`config.mk`:
```
export PLATFORM = sky130hd
export DESIGN_NAME = wb_master_ctrl
export DESIGN_NICKNAME = d
export VERILOG_FILES = /design/src/rtl/wb_master_ctrl.sv
export SDC_FILE = /design/constraint.sdc
export NUM_CORES = 1
export LEC_CHECK = 0
export BUFFER_PORTS_ARGS = -buffer_cell sky130_fd_sc_hd__buf_2
export CAP_MARGIN = 30
export CORE_AREA = 3 3 203 205
export CTS_BUF_LIST = sky130_fd_sc_hd__clkbuf_8
export DETAILED_ROUTE_END_ITERATION = 7
export DIE_AREA = 0 0 206 208
export SETUP_SLACK_MARGIN = 0.05
export SLEW_MARGIN = 20
export SYNTH_ARGS = -nofsm -noshare
export SYNTH_HDL_FRONTEND = slang
export SYNTH_SLANG_ARGS = --single-unit
```
`constraint.sdc`:
```
create_clock -name clk -period 2.05 [get_ports clk]
set_input_delay 0.1025 -clock clk [delete_from_list [all_inputs] [get_ports clk]]
set_output_delay 0.1025 -clock clk [all_outputs]
set_load 0.05 [all_outputs]
```
`src/rtl/wb_master_ctrl.sv`:
```
// wb_master_ctrl
//   WISHBONE master and slave decoder sitting between the CPU data-memory
//   port and up to 15 slaves. One core access is handled at a time. The
//   target slave comes from a region map indexed by the top RB address
//   bits. The core is stalled with pause until the slave acks, errors or
//   the access times out. Read data is held until the next read completion.
//
// Ports
//   clk, rst          clock; synchronous active-low reset
//   req/we/addr/wdata/be
//                     core access, held by the core while pause is high
//   pause             stall to core
//   rdata             registered read data (all-ones on a failed read)
//   err               access failed, valid in the DONE cycle
//   err_addr          address of the last failed access
//   wb_cyc_o/wb_stb_o/wb_we_o/wb_adr_o/wb_dat_o/wb_sel_o
//                     WISHBONE master outputs; stb is one-hot per slave
//   wb_dat_i/wb_ack_i/wb_err_i
//                     per-slave return paths; slave i data at [DW*i +: DW]
module wb_master_ctrl #(
   parameter int unsigned          NSLV    = 9,
   parameter int unsigned          AW      = 32,
   parameter int unsigned          DW      = 32,
   parameter int unsigned          RB      = 4,
   parameter logic [4*(2**RB)-1:0] MAP     = 64'h8765_4321_0000_0000,
   parameter int unsigned          TIMEOUT = 255
) (
   input  logic                 clk,
   input  logic                 rst,
   input  logic                 req,
   input  logic                 we,
   input  logic [AW-1:0]        addr,
   input  logic [DW-1:0]        wdata,
   input  logic [DW/8-1:0]      be,
   output logic                 pause,
   output logic [DW-1:0]        rdata,
   output logic                 err,
   output logic [AW-1:0]        err_addr,
   output logic                 wb_cyc_o,
   output logic [NSLV-1:0]      wb_stb_o,
   output logic                 wb_we_o,
   output logic [AW-1:0]        wb_adr_o,
   output logic [DW-1:0]        wb_dat_o,
   output logic [DW/8-1:0]      wb_sel_o,
   input  logic [NSLV*DW-1:0]   wb_dat_i,
   input  logic [NSLV-1:0]      wb_ack_i,
   input  logic [NSLV-1:0]      wb_err_i
);

   typedef enum logic [1:0] {
      S_IDLE,
      S_BUS,
      S_DONE
   } state_t;

   localparam logic        TO_EN   = (TIMEOUT != 0);
   localparam logic [15:0] TO_LAST = TO_EN ? 16'(TIMEOUT - 1) : 16'd0;
   localparam logic [4:0]  NSLV5   = 5'(NSLV);

   state_t              state, state_nx;
   logic [15:0]         cnt;

   logic                lat_we;
   logic [AW-1:0]       lat_addr;
   logic [DW-1:0]       lat_wdata;
   logic [DW/8-1:0]     lat_be;
   logic [3:0]          lat_idx;

   logic [3:0]          dec_idx;
   logic                dec_ok;
   logic                sel_ack;
   logic                sel_err;
   logic [DW-1:0]       sel_dat;
   logic                timeout_hit;

   // Region decode of the live core address (only used in IDLE).
   always_comb begin
      dec_idx = MAP[{addr[AW-1 -: RB], 2'b00} +: 4];
      dec_ok  = (dec_idx != 4'hF) && ({1'b0, dec_idx} < NSLV5);
   end

   // Only the latched slave's ack/err/data are looked at.
   always_comb begin
      sel_ack  = 1'b0;
      sel_err  = 1'b0;
      sel_dat  = '0;
      wb_stb_o = '0;
      for (int unsigned i = 0; i < NSLV; i++) begin
         if (lat_idx == 4'(i)) begin
            sel_ack     = wb_ack_i[i];
            sel_err     = wb_err_i[i];
            sel_dat     = wb_dat_i[DW*i +: DW];
            wb_stb_o[i] = (state == S_BUS);
         end
      end
   end

   // Timeout fires only in a cycle with neither ack nor err.
   always_comb begin
      timeout_hit = TO_EN && (cnt == TO_LAST) && !sel_ack && !sel_err;
   end

   // Bus outputs are driven from registers only, never from core inputs.
   always_comb begin
      wb_cyc_o = (state == S_BUS);
      wb_we_o  = lat_we;
      wb_adr_o = lat_addr;
      wb_dat_o = lat_wdata;
      wb_sel_o = lat_be;
   end

   // Next-state and stall.
   always_comb begin
      state_nx = state;
      pause    = 1'b0;
      unique case (state)
         S_IDLE: begin
            pause = req;
            if (req) begin
               state_nx = dec_ok ? S_BUS : S_DONE;
            end
         end
         S_BUS: begin
            pause = 1'b1;
            if (sel_err || sel_ack || timeout_hit) begin
               state_nx = S_DONE;
            end
         end
         S_DONE: begin
            state_nx = S_IDLE;
         end
         default: begin
            state_nx = S_IDLE;
         end
      endcase
   end

   always_ff @(posedge clk) begin
      if (!rst) begin
         state     <= S_IDLE;
         cnt       <= '0;
         lat_we    <= 1'b0;
         lat_addr  <= '0;
         lat_wdata <= '0;
         lat_be    <= '0;
         lat_idx   <= '0;
         rdata     <= '0;
         err       <= 1'b0;
         err_addr  <= '0;
      end else begin
         state <= state_nx;
         unique case (state)
            S_IDLE: begin
               err <= 1'b0;
               if (req) begin
                  lat_we    <= we;
                  lat_addr  <= addr;
                  lat_wdata <= wdata;
                  lat_be    <= be;
                  lat_idx   <= dec_idx;
                  cnt       <= '0;
                  // Unmapped: complete straight away as an error, no bus cycle.
                  if (!dec_ok) begin
                     err      <= 1'b1;
                     err_addr <= addr;
                     if (!we) begin
                        rdata <= '1;
                     end
                  end
               end
            end
            S_BUS: begin
               if (sel_err || timeout_hit) begin
                  err      <= 1'b1;
                  err_addr <= lat_addr;
                  if (!lat_we) begin
                     rdata <= '1;
                  end
               end else if (sel_ack) begin
                  if (!lat_we) begin
                     rdata <= sel_dat;
                  end
               end else begin
                  cnt <= cnt + 16'd1;
               end
            end
            S_DONE: begin
               err <= 1'b0;
            end
            default: begin
               err <= 1'b0;
            end
         endcase
      end
   end

endmodule

```
==> results.md, run 1 <==
- Outcome: complete, but fails checks
- Failing checks: negative setup slack
- Final setup vio count: 85
- Largest cells by area after synthesis: dfxtp_1, nand2_1, nor2_1
- Max cap viols: 0
- Int Power: between 5 and 6 mW
- Leakage: between 7 and 8 nW
- Largest net degree at the start of global routing: 63
- Proportion of power drawn by the clock network: 25.6%
- CP max FO: 7
- Slew Limit Fails: 0
- Synth warn: 0
- Setup slack after layout: -0.345 ns
- Clock Skew: 0.0113 ns
- Power per cell area: about 660 nW/um^2
- Die area: 42,800 sq um
- Via Count: 12,000
- CTS tree: built
- Die width: slightly above 200 microns
- Sequential share of power: 34.6%
- Post-DRT Antenna Nets: 0
- Seq cells post-synth: around 160
- Via-per-instance ratio: 4.91
- Gpl congestion: just over 0.9
- Synth cell types: between 50 and 60
- Post-synth EDFFs: 0
- CTS Sinks: 156
- IO Count: 523
- FP Rows: between 70 and 80
- Setup CP Type: reg -> reg
- Final Hold Fails: 0
- Number of global-route vias before repair: 12,100
- Iteration-0 DRC Markers: 678
- Commonest cells after routing, fill and taps aside: buf_2, nand2_1, nor2_1, dfxtp_1
- Chip height: about 210 microns
- DRC viols: 0
- Sw Ratio: 41.3%
- CP Cell Sequence: or4b_4, o21ai_2, o31a_1, o21ai_4, buf_6, or3_4, buf_6, buf_6, o21ai_2, a21oi_1
- Layout area overhead: 70.6%
- Routed WL per cell: between 20 and 25 microns
- DP HPWL: 37.7 mm
- Max transition margin: between 40% and 50%
- Slowest stage cell, crit path: or4b_4
- CP required: roughly 2.4 ns
- Yosys top cell by area: dfxtp_1
- Worst-Margin Slew: 0.893 ns
- Cells after Synth: 1,230
- Core box area: slightly below 40,000 sq um
- Area share of the largest cell type after synthesis: between 30% and 40%
- Initial Util: around 23%
- Max stage delay on crit path: roughly 0.54 ns
- Crit path top cell by count: buf_6
- Final std cells w/o fill: roughly 2,500
- Avg Inst Size Synth: slightly above 7 sq um
- Final worst path period share: 117%
- NumNets Final: about 2,300
- Tmin final: 2.39 ns
- Fmax: 418 MHz
- Setup crit start kind: flip-flop
- GRT Total Usage: 22.2%
- DP Cell Count: ~2,300
- Ys flop type: dfxtp_1
- Post-Syn Area: 8920 sq um
- Htree depth: 4
- Fin util: slightly below 40%
- I/O Buffers: about 520
- CP Capture Type: flip-flop
- Fraction of registers with async set/reset: 0%
- Most common cell after layout, fill and taps aside: buf_2
- Max Buffers Root-to-Sink: 2
- Total power: ~10 mW
- Clock Tree Root: clkbuf_8
- WL final: around 51 mm
- RSZ-0062 raised after global routing: true
- M1 wire length: 19.4 mm
- Hold Crit Class: in -> reg
- CTS clock-pin slew for the worst setup and hold paths: approximately 0.10 ns
- Crit path DAT: ~2.8 ns
- CTS buffer count: 17
- Power share of the combinational group: 39.8%
- Hold slack: ~0.025 ns
- Layout cells sized above 1: 41.3%
- NetSw: about 4.2 mW
- Global-route wire length before repair: just over 70 mm
- Met3 WL post-DR: roughly 4.1 mm
- Setup TNS: -20.39 ns
- Gr ovfl total: 0
- Initial antenna violation count: 30
- Met2 WL: roughly 25 mm
- Register area share after synthesis: between 30% and 40%
- Syn nets: ~1,600
- VDD IR max: 0.582 mV
- Initial DRT Pass Iterations: 5
- Highest routing layer actually used: met5
- Clock Latency Late Sink: 0.49 ns
## critical path: cells and delay by family (launching register included)
| kind | cells | cell delay [ns] |
|---|---|---|
| AOI/OAI and AO/OA | 5 | 0.59 |
| buffers and inverters | 3 | 0.38 |
| DFF | 1 | 0.38 |
| and+or+nand+nor | 2 | 0.90 |
## flip-flops by register name (all words and copies together), names as in the netlist, 2 cells and up
signal    flops
wb_dat_o     32
err_addr     32
rdata        32
cnt          16
wb_sel_o      4
state         2
lat_idx       4
wb_adr_o     32
## final cells by class
cell class	instances	area, sq um
timing repair buffer	758	5070
sequential	156	3140
antenna	15	37.5
clock inverter	15	184
multi-input combinational	957	5880
tap	525	657
clock buffer	17	234
inverter	8	30.0
fill	4105	24400
## power groups by stage
| stage | Sequential (mW) | Combinational (mW) | Clock, mW |
|---|---|---|---|
| after CTS | 3.50 | 3.84 | 2.69 |
| after global routing | 3.54 | 4.27 | 2.79 |
| final | 3.50 | 4.02 | 2.59 |
| after detailed placement | 3.57 | 3.43 | 0 |
| after floorplan | 4.52 | 1.15 | 0 |
| after global placement | 3.56 | 3.40 | 0 |
## routing by layer
metal / global-route usage, % / vias up
li1: - / 5661
met1: 24.5 / 5673
met2: 39.9 / 564
met3: 5.99 / 125
met4: 9.60 / 18
met5: 0 / -
## worst paths after layout
path                 start            to  slack, ns  depth (start not counted)
max             lat_idx[1]        cnt[2]      -0.34                         10
min          wb_dat_i[246]     rdata[22]       0.02                          4
max reg2reg     lat_idx[1]        cnt[2]      -0.34                         10
min reg2reg   err_addr[28]  err_addr[28]       0.46                          2
## cells by family after synthesis
kind of cell	Yosys count	share of synthesized area (%)
xor+xnor	7	0.687
flops	156	35.0
simple gates	505	23.9
buf+inv	119	5.30
compound gates	402	30.3
fa+ha+maj	6	0.841
mux	35	3.93
## through the flow
stage          setup slack [ns]  area [sq um]
2_1_floorplan            -0.209          9000
3_3_place_gp             -0.389         12800
3_5_place_dp             -0.391         12800
4_1_cts                  -0.320         14800
5_1_grt                  -0.434         15200
6_report                 -0.345         15200
## Yosys cell counts, drive strengths merged (2+ instances only)
cell and number:
nor2b 3, nor4 8, and2 4, or2 2, a21boi 74, nand3 35
nand2b 7, or3 7, dfxtp 156, nand2 226, or4b 2, a221oi 33
nor2 185, or3b 2, xnor2 7, inv 8, nand4 5, ha 6
nor3 8, o21a 3, and3 3, mux2i 35, and4 3, clkbuf 85
buf 26, o211a 61, nor4b 2, o2111ai 3, o21ai 143, a21oi 74
## timing repair
| item | in CTS | in global routing |
|---|---|---|
| gates resized for setup | 94 | 69 |
| endpoints found under the hold margin | 120 | 0 |
| setup endpoints to repair | 93 | 92 |
| pin swaps | 31 | 16 |
| cloned | 4 | 6 |
| setup buffers | 25 | 8 |
| hold buffers | 93 | 0 |
(Power assumes the default switching activity.)
==> run 2, diff against run 1 <==
Settings changed: PLACE_DENSITY_LB_ADDON set to 0.05.
==> run 2 against run 1 <==
The run still ends with negative setup slack left; count of clock-buffer cells in the layout up 2; sequential share of layout area down 0.31 points; via count down 4.0%; non-clock buffer count up 12; critical path type unchanged; critical endpoint is now cnt[11].
==> results.md, run 2 (same netlist as run 1, synthesis figures left out) <==
- IO Count: 523 (unchanged)
- CTS clock-pin slew for the worst setup and hold paths: 0.09 ns (was 0.10 ns)
- Max stage delay on crit path: 0.55 ns (was 0.54 ns)
- Power per cell area: 631 nW/um^2 (was 665 nW/um^2)
- Hold Crit Class: in -> reg (unchanged)
- Proportion of power drawn by the clock network: 22.1% (was 25.6%)
- Failing checks: negative setup slack (unchanged)
- DP Cell Count: 2,273 (was 2,270)
- Htree depth: 4 (unchanged)
- WL final: 50.2 mm (was 51.0 mm)
- Final Hold Fails: 0 (unchanged)
- Met2 Track Usage GR: 37.3% (was 39.9%)
- Fmax: 418 MHz (about the same)
- CTS Sinks: 156 (unchanged)
- Number of global-route vias before repair: 11,600 (was 12,100)
- Met3 usage: 7.07% (was 5.99%)
- Setup crit start kind: flip-flop (unchanged)
- VDD IR max: 0.544 mV (was 0.582 mV)
- Layout cells sized above 1: 42.9% (was 41.3%)
- Setup CP Type: reg -> reg (unchanged)
- I/O Buffers: 522 (unchanged)
- Die area: 42,800 sq um (unchanged)
- Sequential share of power: 35.8% (was 34.6%)
- NumNets Final: 2,295 (was 2,282)
- Worst-Margin Slew: 0.569 ns (was 0.893 ns)
- Via-per-instance ratio: 4.70 (was 4.91)
- CP required: 2.46 ns (was 2.41 ns)
- Initial Util: 22.5% (unchanged)
- Clock Latency Late Sink: 0.48 ns (was 0.49 ns)
- Outcome: complete, but fails checks (unchanged)
- Leakage: 7.50 nW (was 7.42 nW)
- Slowest stage cell, crit path: or4b_4 (unchanged)
- Final worst path period share: 117% (about the same)
- CP Cell Sequence: or4b_4, buf_6, o21ai_4, o31a_1, o21ai_4, or3_4, or3_1, a21oi_1 (was or4b_4, o21ai_2, o31a_1, o21ai_4, buf_6, or3_4, buf_6, buf_6, o21ai_2, a21oi_1)
- FP Rows: 73 (unchanged)
- Chip height: 208 microns (unchanged)
- Final std cells w/o fill: 2,460 (was 2,451)
- Most used routing layer: met2 (unchanged)
- CP max FO: 6 (was 7)
- Clock Skew: 0.0120 ns (was 0.0113 ns)
- NetSw: 4.00 mW (was 4.18 mW)
- RSZ-0062 raised after global routing: true (unchanged)
- Largest net degree at the start of global routing: 85 (was 63)
- Clock Tree Root: clkbuf_8 (unchanged)
- Global-route wire length before repair: 72.2 mm (was 72.6 mm)
- Routed WL per cell: 20.4 microns (was 20.8 microns)
- Final setup vio count: 83 (was 85)
- Slew Limit Fails: 0 (unchanged)
- Max cap viols: 0 (unchanged)
- Power share of the combinational group: 42.1% (was 39.8%)
- WP buf/inv: 1 (was 3)
- CP top delay family: simple AND/OR/NAND/NOR gates (unchanged)
- Tmin final: 2.39 ns (about the same)
- Core box area: 39,600 sq um (unchanged)
- Setup slack after layout: -0.343 ns (was -0.345 ns)
- Int Power: 5.76 mW (was 5.94 mW)
- Max Buffers Root-to-Sink: 2 (unchanged)
- DRC viols: 0 (unchanged)
- Gr ovfl total: 0 (unchanged)
- Hold slack: 0.00237 ns (was 0.0247 ns)
- Die width: 206 microns (unchanged)
- Gpl congestion: 0.884 (was 0.935)
- Initial DRT Pass Iterations: 5 (unchanged)
- CTS tree: built (unchanged)
- Crit path DAT: 2.81 ns (was 2.76 ns)
- Sw Ratio: 41.0% (was 41.3%)
- Iteration-0 DRC Markers: 603 (was 678)
- DP HPWL: 36.8 mm (was 37.7 mm)
- Via Count: 11,600 (was 12,000)
- Initial antenna violation count: 25 (was 30)
- CP Capture Type: flip-flop (unchanged)
- Layout area overhead: 73.2% (was 70.6%)
- Post-DRT Antenna Nets: 0 (unchanged)
- Most common cell after layout, fill and taps aside: buf_2 (unchanged)
- GRT Total Usage: 21.9% (was 22.2%)
- CTS buffer count: 17 (unchanged)
- Crit path top cell by count: o21ai_4 (was buf_6)
- Commonest cells after routing, fill and taps aside: buf_2, nand2_1, nor2_1, dfxtp_1, buf_4 (was buf_2, nand2_1, nor2_1, dfxtp_1)
- Max transition margin: 62.1% (was 40.5%)
- Met1 usage: 26.4% (was 24.5%)
## run 2: changes by cell type in the layout (fill, tap and decap cells not counted), sizes merged
cell,delta
clkinv,+1
buf,+10
dlygate4sd3,+4
or3,+1
diode,-2
inv,-4
clkinvlp,+1
bufinv,-2
## run 2: worst min-delay path, cell delays in order
cell	delay, ns
buf_2	0.08
nor2_1	0.05
o21ai_2	0.09
o211a_1	0.13
## run 2: layout make-up
class / count / area, sq um
antenna: 13 / 32.5
fill: 4319 / 24200
clock buffer: 19 / 262
sequential: 156 / 3140
timing repair buffer: 770 / 5250
multi-input combinational: 958 / 6020
clock inverter: 11 / 71.3
tap: 525 / 657
inverter: 8 / 30.0
## run 2: path summary, 6_finish.rpt
check,from,endpoint,slack [ns],depth (start not counted)
worst max-delay path,lat_idx[2],cnt[11],-0.34,8
worst min-delay path,wb_dat_i[248],rdata[24],0.002,4
worst max register to register,lat_idx[2],cnt[11],-0.34,8
worst min register to register,err_addr[28],err_addr[28],0.46,2
## run 2: layer usage
metal	share of wire [%]	routed length [microns]
met5	0.25	125
met4	1.6	816
met3	8.0	4020
met2	49	24800
met1	41	20500
## run 2: repair_timing
item / in CTS / in global routing
endpoints found under the hold margin: 125 / 1
setup buffers: 24 / 13
endpoints found under the setup margin: 90 / 92
cloned: 5 / 5
pin swaps: 18 / 14
hold buffers: 96 / 1
gates resized for setup: 112 / 97
## run 2: power by group through the flow
stage               combinational, mW  clock, mW  sequential, mW
CTS                              3.97       2.27            3.50
global route                     4.40       2.39            3.53
global placement                 3.49          0            3.55
finish                           4.11       2.16            3.49
detailed placement               3.49          0            3.56
floorplan                        1.15          0            4.52
## run 2: per-stage QoR
step / instance area [sq um] / setup WS, ns / power, mW / TNS, ns / utilization [%]
floorplan: 9000 / -0.209 / 5.67 / -9.57 / -
global placement: 12800 / -0.503 / 7.05 / -28.42 / 32.4
detailed placement: 12800 / -0.554 / 7.05 / -28.71 / 32.4
CTS: 14900 / -0.339 / 9.74 / -19.69 / 37.5
global route: 15400 / -0.428 / 10.3 / -28.07 / 39.0
finish: 15500 / -0.343 / 9.76 / -21.42 / 39.0
==> run 3, diff against run 2 <==
--- a/constraint.sdc
+++ b/constraint.sdc
@@ -3,2 +3,2 @@
 set_output_delay 0.1025 -clock clk [all_outputs]
-set_load 0.05 [all_outputs]
+set_load 0.1 [all_outputs]
==> run 3 against run 2 <==
The run still ends with negative setup slack left; design area fell by 0.58%; critical path depth increased by 3; clock power increased by 8%; final cell count fell by 0.12%; hold slack improved by 0.029 ns; sequential share of layout area increased by 0.12 points; count of clock-buffer cells in the layout is 1 lower; die area stayed put; clock skew up 0.00073 ns; fmax increased by 0.38%; highest routed layer unchanged.
==> results.md, run 3 (same netlist as run 1, synthesis figures left out) <==
- Number of global-route vias before repair: 11,500 (was 11,600)
- Failing checks: negative setup slack (unchanged)
- RSZ-0062 raised after global routing: true (unchanged)
- Global-route wire length before repair: 73.5 mm (was 72.2 mm)
- Met2 Track Usage GR: 38.7% (was 37.3%)
- Final setup vio count: 86 (was 83)
- Core box area: 39,600 sq um (unchanged)
- Initial DRT Pass Iterations: 7 (was 5)
- Max Buffers Root-to-Sink: 2 (unchanged)
- Slew Limit Fails: 0 (unchanged)
- HP Start: wb_dat_i[224] (was wb_dat_i[248])
- Commonest cells after routing, fill and taps aside: buf_2, nand2_1, nor2_1, dfxtp_1, o21ai_0 (was buf_2, nand2_1, nor2_1, dfxtp_1, buf_4)
- Post-DRT Antenna Nets: 0 (unchanged)
- Worst-Margin Slew: 0.807 ns (was 0.569 ns)
- Layout area overhead: 72.2% (was 73.2%)
- Routed WL per cell: 21.2 microns (was 20.4 microns)
- CTS clock-pin slew for the worst setup and hold paths: 0.09 ns (about the same)
- Chip height: 208 microns (unchanged)
- Htree depth: 4 (unchanged)
- CP Capture Type: flip-flop (unchanged)
- Met3 usage: 7.04% (was 7.07%)
- Worst R2R Start: lat_idx[1] (was lat_idx[2])
- Clock Latency Late Sink: 0.48 ns (about the same)
- GRT Total Usage: 22.6% (was 21.9%)
- Power share of the combinational group: 47.3% (was 42.1%)
- VDD IR max: 0.528 mV (was 0.544 mV)
- Die area: 42,800 sq um (unchanged)
- NumNets Final: 2,285 (was 2,295)
- Clock Skew: 0.0127 ns (was 0.0120 ns)
- Via Count: 11,700 (was 11,600)
- Pre-CTS setup slack: -0.498 ns (was -0.554 ns)
- Layout cells sized above 1: 40.2% (was 42.9%)
- Gpl congestion: 0.908 (was 0.884)
- Most common cell after layout, fill and taps aside: buf_2 (unchanged)
- CP required: 2.42 ns (was 2.46 ns)
- DP HPWL: 37.3 mm (was 36.8 mm)
- I/O Buffers: 522 (unchanged)
- Fin util: 38.8% (was 39.0%)
- Setup crit start kind: flip-flop (unchanged)
- Final Hold Fails: 0 (unchanged)
- Gr ovfl total: 0 (unchanged)
- Outcome: complete, but fails checks (unchanged)
- Power per cell area: 719 nW/um^2 (was 631 nW/um^2)
- Max transition margin: 46.2% (was 62.1%)
- CP max FO: 5 (was 6)
- Initial antenna violation count: 28 (was 25)
- Setup CP Type: reg -> reg (unchanged)
- Iteration-0 DRC Markers: 653 (was 603)
- Hold Crit Class: in -> reg (unchanged)
- Clock Tree Root: clkbuf_8 (unchanged)
- CTS buffer count: 17 (unchanged)
- Sequential share of power: 31.6% (was 35.8%)
- NetSw: 5.15 mW (was 4.00 mW)
- Fmax: 420 MHz (was 418 MHz)
- CTS tree: built (unchanged)
- WL final: 52.0 mm (was 50.2 mm)
- Max cap viols: 0 (unchanged)
- FP Rows: 73 (unchanged)
- Proportion of power drawn by the clock network: 21.1% (was 22.1%)
- Via-per-instance ratio: 4.74 (was 4.70)
- Final worst path period share: 116% (was 117%)
- Die width: 206 microns (unchanged)
- CTS Sinks: 156 (unchanged)
- Crit path DAT: 2.76 ns (was 2.81 ns)
- Setup slack after layout: -0.334 ns (was -0.343 ns)
- Setup crit start: lat_idx[1] (was lat_idx[2])
- Most used routing layer: met2 (unchanged)
- Sw Ratio: 46.6% (was 41.0%)
- Leakage: 7.50 nW (about the same)
- Int Power: 5.90 mW (was 5.76 mW)
- IO Count: 523 (unchanged)
- Tmin final: 2.38 ns (was 2.39 ns)
- Met1 usage: 27.2% (was 26.4%)
- DRC viols: 0 (unchanged)
- Setup TNS: -23.98 ns (was -21.42 ns)
- Largest net degree at the start of global routing: 71 (was 85)
- Initial Util: 22.5% (unchanged)
run 3: worst max-delay path, stage by stage, from the launching register on:
cell	delay, ns
dfxtp_4	0.38
or4b_4	0.53
buf_6	0.14
o21ai_4	0.05
o31a_1	0.21
o21ai_4	0.10
buf_12	0.14
nor3_4	0.12
buf_4	0.16
nor2_4	0.05
buf_4	0.19
o211a_1	0.20
run 3: path summary, 6_finish.rpt:
check | slack (ns) | endpoint | depth (start not counted)
worst max-delay path | -0.33 | rdata[23] | 11
worst min-delay path | 0.03 | rdata[0] | 4
worst max register to register | -0.33 | rdata[23] | 11
worst min register to register | 0.45 | err_addr[29] | 2
run 3: final cells by class:
class	instances	area, sq um
multi-input combinational	957	5750
antenna	18	45.0
clock inverter	14	123
inverter	8	30.0
sequential	156	3140
tap	525	657
fill	4289	24300
timing repair buffer	761	5380
clock buffer	18	248
run 3: power by group through the flow:
stage / Clock, mW / Sequential [mW] / Combinational [mW]
4_1_cts: 2.45 / 3.50 / 5.12
6_report: 2.33 / 3.50 / 5.23
5_1_grt: 2.58 / 3.54 / 5.51
2_1_floorplan: 0 / 5.57 / 1.23
3_3_place_gp: 0 / 3.56 / 4.61
3_5_place_dp: 0 / 3.57 / 4.60
run 3: routing by layer:
layer / vias up / wire (microns)
met5: - / 106
met3: 76 / 4330
met4: 14 / 1320
li1: 5675 / -
met1: 5434 / 21000
met2: 451 / 25200
run 3: timing repair:
item                                   CTS  global route
gates resized for setup                 44            74
pin swaps                               21            20
endpoints found under the hold margin  121             0
cloned                                   8             5
setup endpoints to repair               93            91
setup buffers                           24            12
hold buffers                            93             0
run 3: through the flow:
step                hold slack (ns)  cells  total power [mW]  area, sq um
global placement              0.353   2265              8.17        13000
CTS                         0.00468   2422              11.1        14900
finish                       0.0318   2457              11.1        15400
global route                0.00138   2448              11.6        15300
floorplan                     0.247   1230              6.79         9100
detailed placement            0.360   2265              8.17        13000
